<file path="src/rtl/multi_point_frequency_classifier.sv">
// Multi-window line-scan frequency classifier. Each window's per-line maximum is thresholded into a sample.
// Periods between sample rising edges are sorted into F0/F1/unknown counters, which are dumped over valid/ready.
module multi_point_frequency_classifier #(
  parameter int CHANNELS             = 3,
  parameter int PIXEL_INDEX_WIDTH    = 12,
  parameter int PERIOD_WIDTH         = 24,
  parameter int COUNT_WIDTH          = 32,
  parameter int CFG_ADDR_WIDTH       = 6,
  parameter int DEFAULT_THRESHOLD    = 96,
  parameter int DEFAULT_TOLERANCE    = 300,
  parameter int DEFAULT_WINDOW_WIDTH = 32,
  parameter int DEFAULT_PERIOD0      = 20000,
  parameter int DEFAULT_PERIOD1      = 10000
) (
  input  logic                      s00_axi_aclk,
  input  logic                      s00_axi_aresetn,
  input  logic [7:0]                pixel_data,
  input  logic                      pixel_valid,
  input  logic                      line_start,
  input  logic                      start,
  input  logic                      stop,
  input  logic                      clear,
  input  logic                      cfg_we,
  input  logic [CFG_ADDR_WIDTH-1:0] cfg_addr,
  input  logic [31:0]               cfg_wdata,
  output logic                      out_valid,
  input  logic                      out_ready,
  output logic [7:0]                out_index,
  output logic [COUNT_WIDTH-1:0]    out_data,
  output logic                      busy,
  output logic                      irq
);
  localparam int WORDS = 3 * CHANNELS;
  localparam int IDXW  = $clog2(WORDS);
  localparam int PIW   = PIXEL_INDEX_WIDTH;
  localparam int PW    = PERIOD_WIDTH;
  localparam int CW    = COUNT_WIDTH;

  typedef enum logic [1:0] {IDLE, RUN, DUMP, DONE} state_t;
  state_t state, state_nxt;

  logic [7:0]                    threshold;
  logic [PW-1:0]                 tolerance;
  logic [CHANNELS-1:0][PIW-1:0]  win_start, win_stop;
  logic [CHANNELS-1:0][PW-1:0]   period0, period1;
  logic [WORDS-1:0][CW-1:0]      words;
  logic [PIW-1:0]                pix_cnt, pix_idx;
  logic [IDXW-1:0]               widx, widx_nxt;
  logic                          init, run, clr, last_hs;
  logic [CFG_ADDR_WIDTH-1:0]     cfg_off;
  logic                          cfg_hit, unused_bits;

  assign init     = (state == IDLE) && start;
  assign run      = (state == RUN);
  assign clr      = clear && ((state == IDLE) || (state == RUN));
  assign widx_nxt = widx + IDXW'(1);
  assign last_hs  = out_valid && out_ready && (widx == IDXW'(WORDS - 1));
  assign busy     = (state == RUN) || (state == DUMP);
  assign irq      = (state == DONE);

  always_ff @(posedge s00_axi_aclk or negedge s00_axi_aresetn) begin
    if (!s00_axi_aresetn) state <= IDLE;
    else                  state <= state_nxt;
  end

  always_comb begin
    state_nxt = state;
    case (state)
      IDLE: if (start) state_nxt = RUN;
      RUN:  if (stop) state_nxt = DUMP;
      DUMP: if (last_hs) state_nxt = DONE;
      DONE: state_nxt = IDLE;
      default: state_nxt = IDLE;
    endcase
  end

  // Channel registers sit at 2+4c: start, stop, period0, period1.
  assign cfg_off     = cfg_addr - CFG_ADDR_WIDTH'(2);
  assign cfg_hit     = (cfg_addr >= CFG_ADDR_WIDTH'(2)) &&
                       (cfg_addr < CFG_ADDR_WIDTH'(2 + 4 * CHANNELS));
  assign unused_bits = ^cfg_wdata;

  always_ff @(posedge s00_axi_aclk or negedge s00_axi_aresetn) begin
    if (!s00_axi_aresetn) begin
      threshold <= 8'(DEFAULT_THRESHOLD);
      tolerance <= PW'(DEFAULT_TOLERANCE);
      for (int c = 0; c < CHANNELS; c++) begin
        win_start[c] <= PIW'(16 + c * 256);
        win_stop[c]  <= PIW'(16 + c * 256 + DEFAULT_WINDOW_WIDTH);
        period0[c]   <= PW'(DEFAULT_PERIOD0);
        period1[c]   <= PW'(DEFAULT_PERIOD1);
      end
    end else if (cfg_we && (state == IDLE)) begin
      if (cfg_addr == '0) threshold <= cfg_wdata[7:0];
      else if (cfg_addr == CFG_ADDR_WIDTH'(1)) tolerance <= cfg_wdata[PW-1:0];
      else if (cfg_hit) begin
        for (int c = 0; c < CHANNELS; c++) begin
          if (cfg_off[CFG_ADDR_WIDTH-1:2] == (CFG_ADDR_WIDTH-2)'(c)) begin
            case (cfg_off[1:0])
              2'd0:    win_start[c] <= cfg_wdata[PIW-1:0];
              2'd1:    win_stop[c]  <= cfg_wdata[PIW-1:0];
              2'd2:    period0[c]   <= cfg_wdata[PW-1:0];
              default: period1[c]   <= cfg_wdata[PW-1:0];
            endcase
          end
        end
      end
    end
  end

  // pix_cnt holds the index the next valid pixel will get unless line_start overrides it.
  assign pix_idx = line_start ? '0 : pix_cnt;

  always_ff @(posedge s00_axi_aclk or negedge s00_axi_aresetn) begin
    if (!s00_axi_aresetn) pix_cnt <= '0;
    else if (init) pix_cnt <= '0;
    else if (run) begin
      if (pixel_valid) pix_cnt <= (&pix_idx) ? pix_idx : pix_idx + PIW'(1);
      else if (line_start) pix_cnt <= '0;
    end
  end

  for (genvar c = 0; c < CHANNELS; c++) begin : g_ch
    logic [7:0]    max_q, max_base;
    logic          sample, sample_d, armed;
    logic          win_ok, in_win, at_stop, rise, is_f0, is_f1;
    logic [PW-1:0] per_cnt, d0, d1;
    logic [CW-1:0] f0, f1, unk;

    assign win_ok   = win_stop[c] > win_start[c];
    assign in_win   = pixel_valid && win_ok && (pix_idx >= win_start[c]) && (pix_idx < win_stop[c]);
    assign at_stop  = pixel_valid && (pix_idx == win_stop[c]);
    assign max_base = line_start ? '0 : max_q;
    assign rise     = sample && !sample_d;
    assign d0       = (per_cnt >= period0[c]) ? per_cnt - period0[c] : period0[c] - per_cnt;
    assign d1       = (per_cnt >= period1[c]) ? per_cnt - period1[c] : period1[c] - per_cnt;
    // A saturated period is never trusted, so it falls through to unknown.
    assign is_f0    = !(&per_cnt) && (d0 <= tolerance);
    assign is_f1    = !(&per_cnt) && !is_f0 && (d1 <= tolerance);

    always_ff @(posedge s00_axi_aclk or negedge s00_axi_aresetn) begin
      if (!s00_axi_aresetn) begin
        max_q    <= '0;
        sample   <= 1'b0;
        sample_d <= 1'b0;
      end else if (init) begin
        max_q    <= '0;
        sample   <= 1'b0;
        sample_d <= 1'b0;
      end else if (run) begin
        sample_d <= sample;
        if (at_stop) begin
          sample <= win_ok && (max_base > threshold);
          max_q  <= '0;
        end else if (in_win && (pixel_data > max_base)) max_q <= pixel_data;
        else max_q <= max_base;
      end
    end

    always_ff @(posedge s00_axi_aclk or negedge s00_axi_aresetn) begin
      if (!s00_axi_aresetn) begin
        per_cnt <= '0;
        armed   <= 1'b0;
        f0      <= '0;
        f1      <= '0;
        unk     <= '0;
      end else if (init || clr) begin
        per_cnt <= '0;
        armed   <= 1'b0;
        f0      <= '0;
        f1      <= '0;
        unk     <= '0;
      end else if (run) begin
        if (rise) begin
          per_cnt <= '0;
          armed   <= 1'b1;
          if (armed) begin
            if (is_f0)      f0  <= (&f0)  ? f0  : f0  + CW'(1);
            else if (is_f1) f1  <= (&f1)  ? f1  : f1  + CW'(1);
            else            unk <= (&unk) ? unk : unk + CW'(1);
          end
        end else if (!(&per_cnt)) per_cnt <= per_cnt + PW'(1);
      end
    end

    assign words[3*c]   = f0;
    assign words[3*c+1] = f1;
    assign words[3*c+2] = unk;
  end

  // Word 0 is loaded on the first DUMP cycle; each handshake loads the next one.
  always_ff @(posedge s00_axi_aclk or negedge s00_axi_aresetn) begin
    if (!s00_axi_aresetn) begin
      widx      <= '0;
      out_valid <= 1'b0;
      out_index <= '0;
      out_data  <= '0;
    end else if (state != DUMP) begin
      widx      <= '0;
      out_valid <= 1'b0;
    end else if (!out_valid) begin
      out_valid <= 1'b1;
      out_index <= 8'(widx);
      out_data  <= words[widx];
    end else if (out_ready) begin
      if (widx == IDXW'(WORDS - 1)) out_valid <= 1'b0;
      else begin
        widx      <= widx_nxt;
        out_index <= 8'(widx_nxt);
        out_data  <= words[widx_nxt];
      end
    end
  end
endmodule
</file>
<file path="config.mk">
export PLATFORM = sky130hd
export DESIGN_NAME = multi_point_frequency_classifier
export DESIGN_NICKNAME = d
export VERILOG_FILES = /design/src/rtl/multi_point_frequency_classifier.sv
export SDC_FILE = /design/constraint.sdc
export NUM_CORES = 2
export LEC_CHECK = 0
export ABC_AREA = 1
export BUFFER_PORTS_ARGS = -buffer_cell sky130_fd_sc_hd__buf_2
export CAP_MARGIN = 10
export CELL_PAD_IN_SITES_DETAIL_PLACEMENT = 0
export CELL_PAD_IN_SITES_GLOBAL_PLACEMENT = 2
export CORE_MARGIN = 3
export CORE_UTILIZATION = 37
export DETAILED_ROUTE_END_ITERATION = 10
export PLACE_DENSITY = 0.92
export SLEW_MARGIN = 40
export SYNTH_ARGS = -nofsm -noshare
export SYNTH_HDL_FRONTEND = slang
export SYNTH_SLANG_ARGS = --single-unit
</file>
<file path="constraint.sdc">
create_clock -name s00_axi_aclk -period 4.7 [get_ports s00_axi_aclk]
set_input_delay 0.94 -clock s00_axi_aclk [delete_from_list [all_inputs] [get_ports s00_axi_aclk]]
set_output_delay 0.94 -clock s00_axi_aclk [all_outputs]
set_load 0.1 [all_outputs]
</file>
==> metrics.txt <==
Rows 155; clock-pin slew on the worst setup and hold paths 0.06 ns; worst r2r path cells 31; Slew Viols, Final 0; most used cell, CP nand2_1; GRT overflow 0; drt first pass iters 8; Via Count 72880; final instance area 79670 µm²; #FFs+latches synth 696; status finished clean; Net count, final 11530; Root Driver clkbuf_16; total CTS buffers 93; crit end category flip-flop; antenna violations before repair 17; Die Y 431.6 µm; Post-synth top flop dfrtp_1; final period utilization 0.9661; Die Area 186300 µm²; Layout Utilization 0.4446; synthesized instance count 10330; peak supply drop 0.6964 mV; Slew @ Worst Pin 1.010 ns; CP arrival 5.19 ns; Final Hold Viols 0; Iteration-0 DRC Markers 7539; DRC 0; Fillers 19010; ys async rst share 1.000; leakage power 39.51 nW; Core ar. 179200 µm²; I/O pin total 98; f_max 220.2 MHz; Synth warnings 0; skew final 0.04426 ns; type of origin of the critical path flip-flop; Die Width 431.6 µm; clk_lat worst skew 0.75 ns; Global Route Usage Sum 0.2989; slowest cell delay on critical path 0.39 ns; WL final 288000 µm; Pwr Density 710.4 nW/µm²; Placed Area 74370 µm²; largest net degree at the start of global routing 183; Post-Syn Area 67030 µm²; CP Max Fanout 8; crit path kind reg -> reg; library cells used by synthesis 66; share of cells above drive strength 1 0.1300; clk sinks 696; max_cap viols 0; Placed Cells 13070; final setup vio count 0; DP Worst Slack -0.6693 ns; Final WS setup 0.1594 ns; routability-driven placement congestion ratio 1.009; footprint of the multi-input gates 43630 µm²; Layout area overhead 18.87%; max_slew headroom 0.3198; non-filler cells, final 13290; DR WL/cell 21.66 µm; Reg area 17490 µm²; register area share after synthesis 0.2608; RSZ-0062 raised after global routing yes; CTS tree done; global-route wire length before repair 428100 µm; WHS 0.1287 ns; initial core utilization 0.3740; Final ANT Viol Nets 0; vias in the first global route 68250; Hold Crit Class in -> async; CTS Buffer Depth 3; EDFF count, synth 0; H-tree depth 3; CTS Hold Bufs 0; minimum clock period 4.541 ns; vias per inst 5.482; CP Data Required Time 5.35 ns; crit path max-delay cell type dfrtp_1; HPWL after detailed placement 222900 µm; Port Buffer Count 85; Mapped Avg Cell Area 6.490 µm²
## cells in the final DEF, fill, tap and decap left out, drive strengths merged, types with 183 or more instances in the layout
master  synthesis  routed
nand2        2412    2412
inv          1395    1400
o21ai        1058    1058
nand3         933     933
buf           182     828
nor2          822     823
a21oi         803     803
dfrtp         647     647
ha            603     603
xor2          304     304
nor3          243     243
nand4         183     183
## flip-flops by register name, summed over array words and instances (netlist names)
name / flops
out_valid: 1
widx: 4
win_start: 36
g_ch.sample: 3
g_ch.sample_d: 3
win_stop: 36
pix_cnt: 12
g_ch.unk: 96
tolerance: 24
g_ch.per_cnt: 72
g_ch.f1: 96
state: 2
g_ch.armed: 3
period1: 72
g_ch.f0: 96
out_data: 32
out_index: 4
threshold: 8
period0: 72
g_ch.max_q: 24
## path summary, 6_finish.rpt
check                                    to          startpoint  slack (ns)
min in group s00_axi_aclk  g_ch[2].sample_d    g_ch[2].sample_d        0.47
max in group asynchronous    g_ch[2].unk[8]     s00_axi_aresetn        3.43
setup reg to reg            g_ch[0].unk[30]  g_ch[0].per_cnt[0]        0.16
hold / removal                  period0[49]     s00_axi_aresetn        0.13
setup / recovery            g_ch[0].unk[30]  g_ch[0].per_cnt[0]        0.16
hold reg to reg            g_ch[2].sample_d    g_ch[2].sample_d        0.47
## synthesized netlist by cell type, types with 49 or more instances
cell	n	area share
nand2_1	2405	0.13
inv_1	1379	0.077
o21ai_0	1032	0.077
nand3_1	925	0.069
a21oi_1	801	0.060
nor2_1	797	0.045
dfrtp_1	647	0.24
ha_1	603	0.11
xor2_1	304	0.040
nor3_1	237	0.018
clkbuf_1	214	0.012
nand4_1	181	0.017
o211ai_1	104	0.012
buf_2	101	0.0075
nor4_1	80	0.0075
dfstp_2	49	0.019
## cell families after synthesis
kind of cell | after synthesis | share of synthesized area
adder cells (fa/ha/maj) | 615 | 0.1161
AND/OR/NAND/NOR | 4720 | 0.3017
other | 1 | 0.00005595
flip-flops | 696 | 0.2608
buffers and inverters | 1805 | 0.1054
multiplexers | 2 | 0.0002987
XOR/XNOR | 325 | 0.04247
AO/OA/AOI/OAI | 2163 | 0.1732
## layout make-up
class                      count  area share
inverter                    1401     0.06668
antenna                        2  0.00006282
tap                         2355     0.03698
sequential                   696      0.2195
timing repair buffer         836     0.08718
clock inverter                59     0.01024
multi-input combinational   7830      0.5477
clock buffer                 115     0.03165
## metal layers
metal | up-vias | track usage | routed length, µm
met3 | 526 | 0.05022 | 23700
met4 | 2 | 0.1203 | 13570
met1 | 34390 | 0.4215 | 128100
met5 | - | 0 | 13
met2 | 2777 | 0.4524 | 122600
li1 | 35180 | - | -
## where the power goes
| part | switching (mW) | internal [mW] | total [mW] | leakage, nW |
|---|---|---|---|---|
| logic | 26.2 | 15.2 | 41.4 | 28.5 |
| registers | 0.699 | 6.59 | 7.29 | 9.45 |
| clock network | 3.19 | 4.73 | 7.92 | 1.61 |
| total | 30.1 | 26.5 | 56.6 | 39.5 |
## per-stage QoR
step | total power [mW] | setup TNS, ns
2_1_floorplan | 31.01 | 0
3_3_place_gp | 44.20 | -54.29
3_5_place_dp | 44.70 | -81.70
4_1_cts | 53.86 | 0
5_1_grt | 61.39 | -1.804
6_report | 56.59 | 0
## critical path, delay by kind of cell (launching register included)
family / cells / cell delay, ns
AND/OR/NAND/NOR: 17 / 1.96
buffers and inverters: 9 / 0.92
adder cells (fa/ha/maj): 3 / 0.82
flip-flops: 1 / 0.39
AO/OA/AOI/OAI: 1 / 0.15
XOR/XNOR: 1 / 0.15
## repair_timing
item,4_1_cts,5_1_grt
pin swaps,8,50
setup endpoints to repair,288,288
gates resized for setup,56,368
setup buffers,5,29
gates cloned,5,12
hold endpoints to repair,0,0
Note: power is estimated with default switching activity, not from simulation.
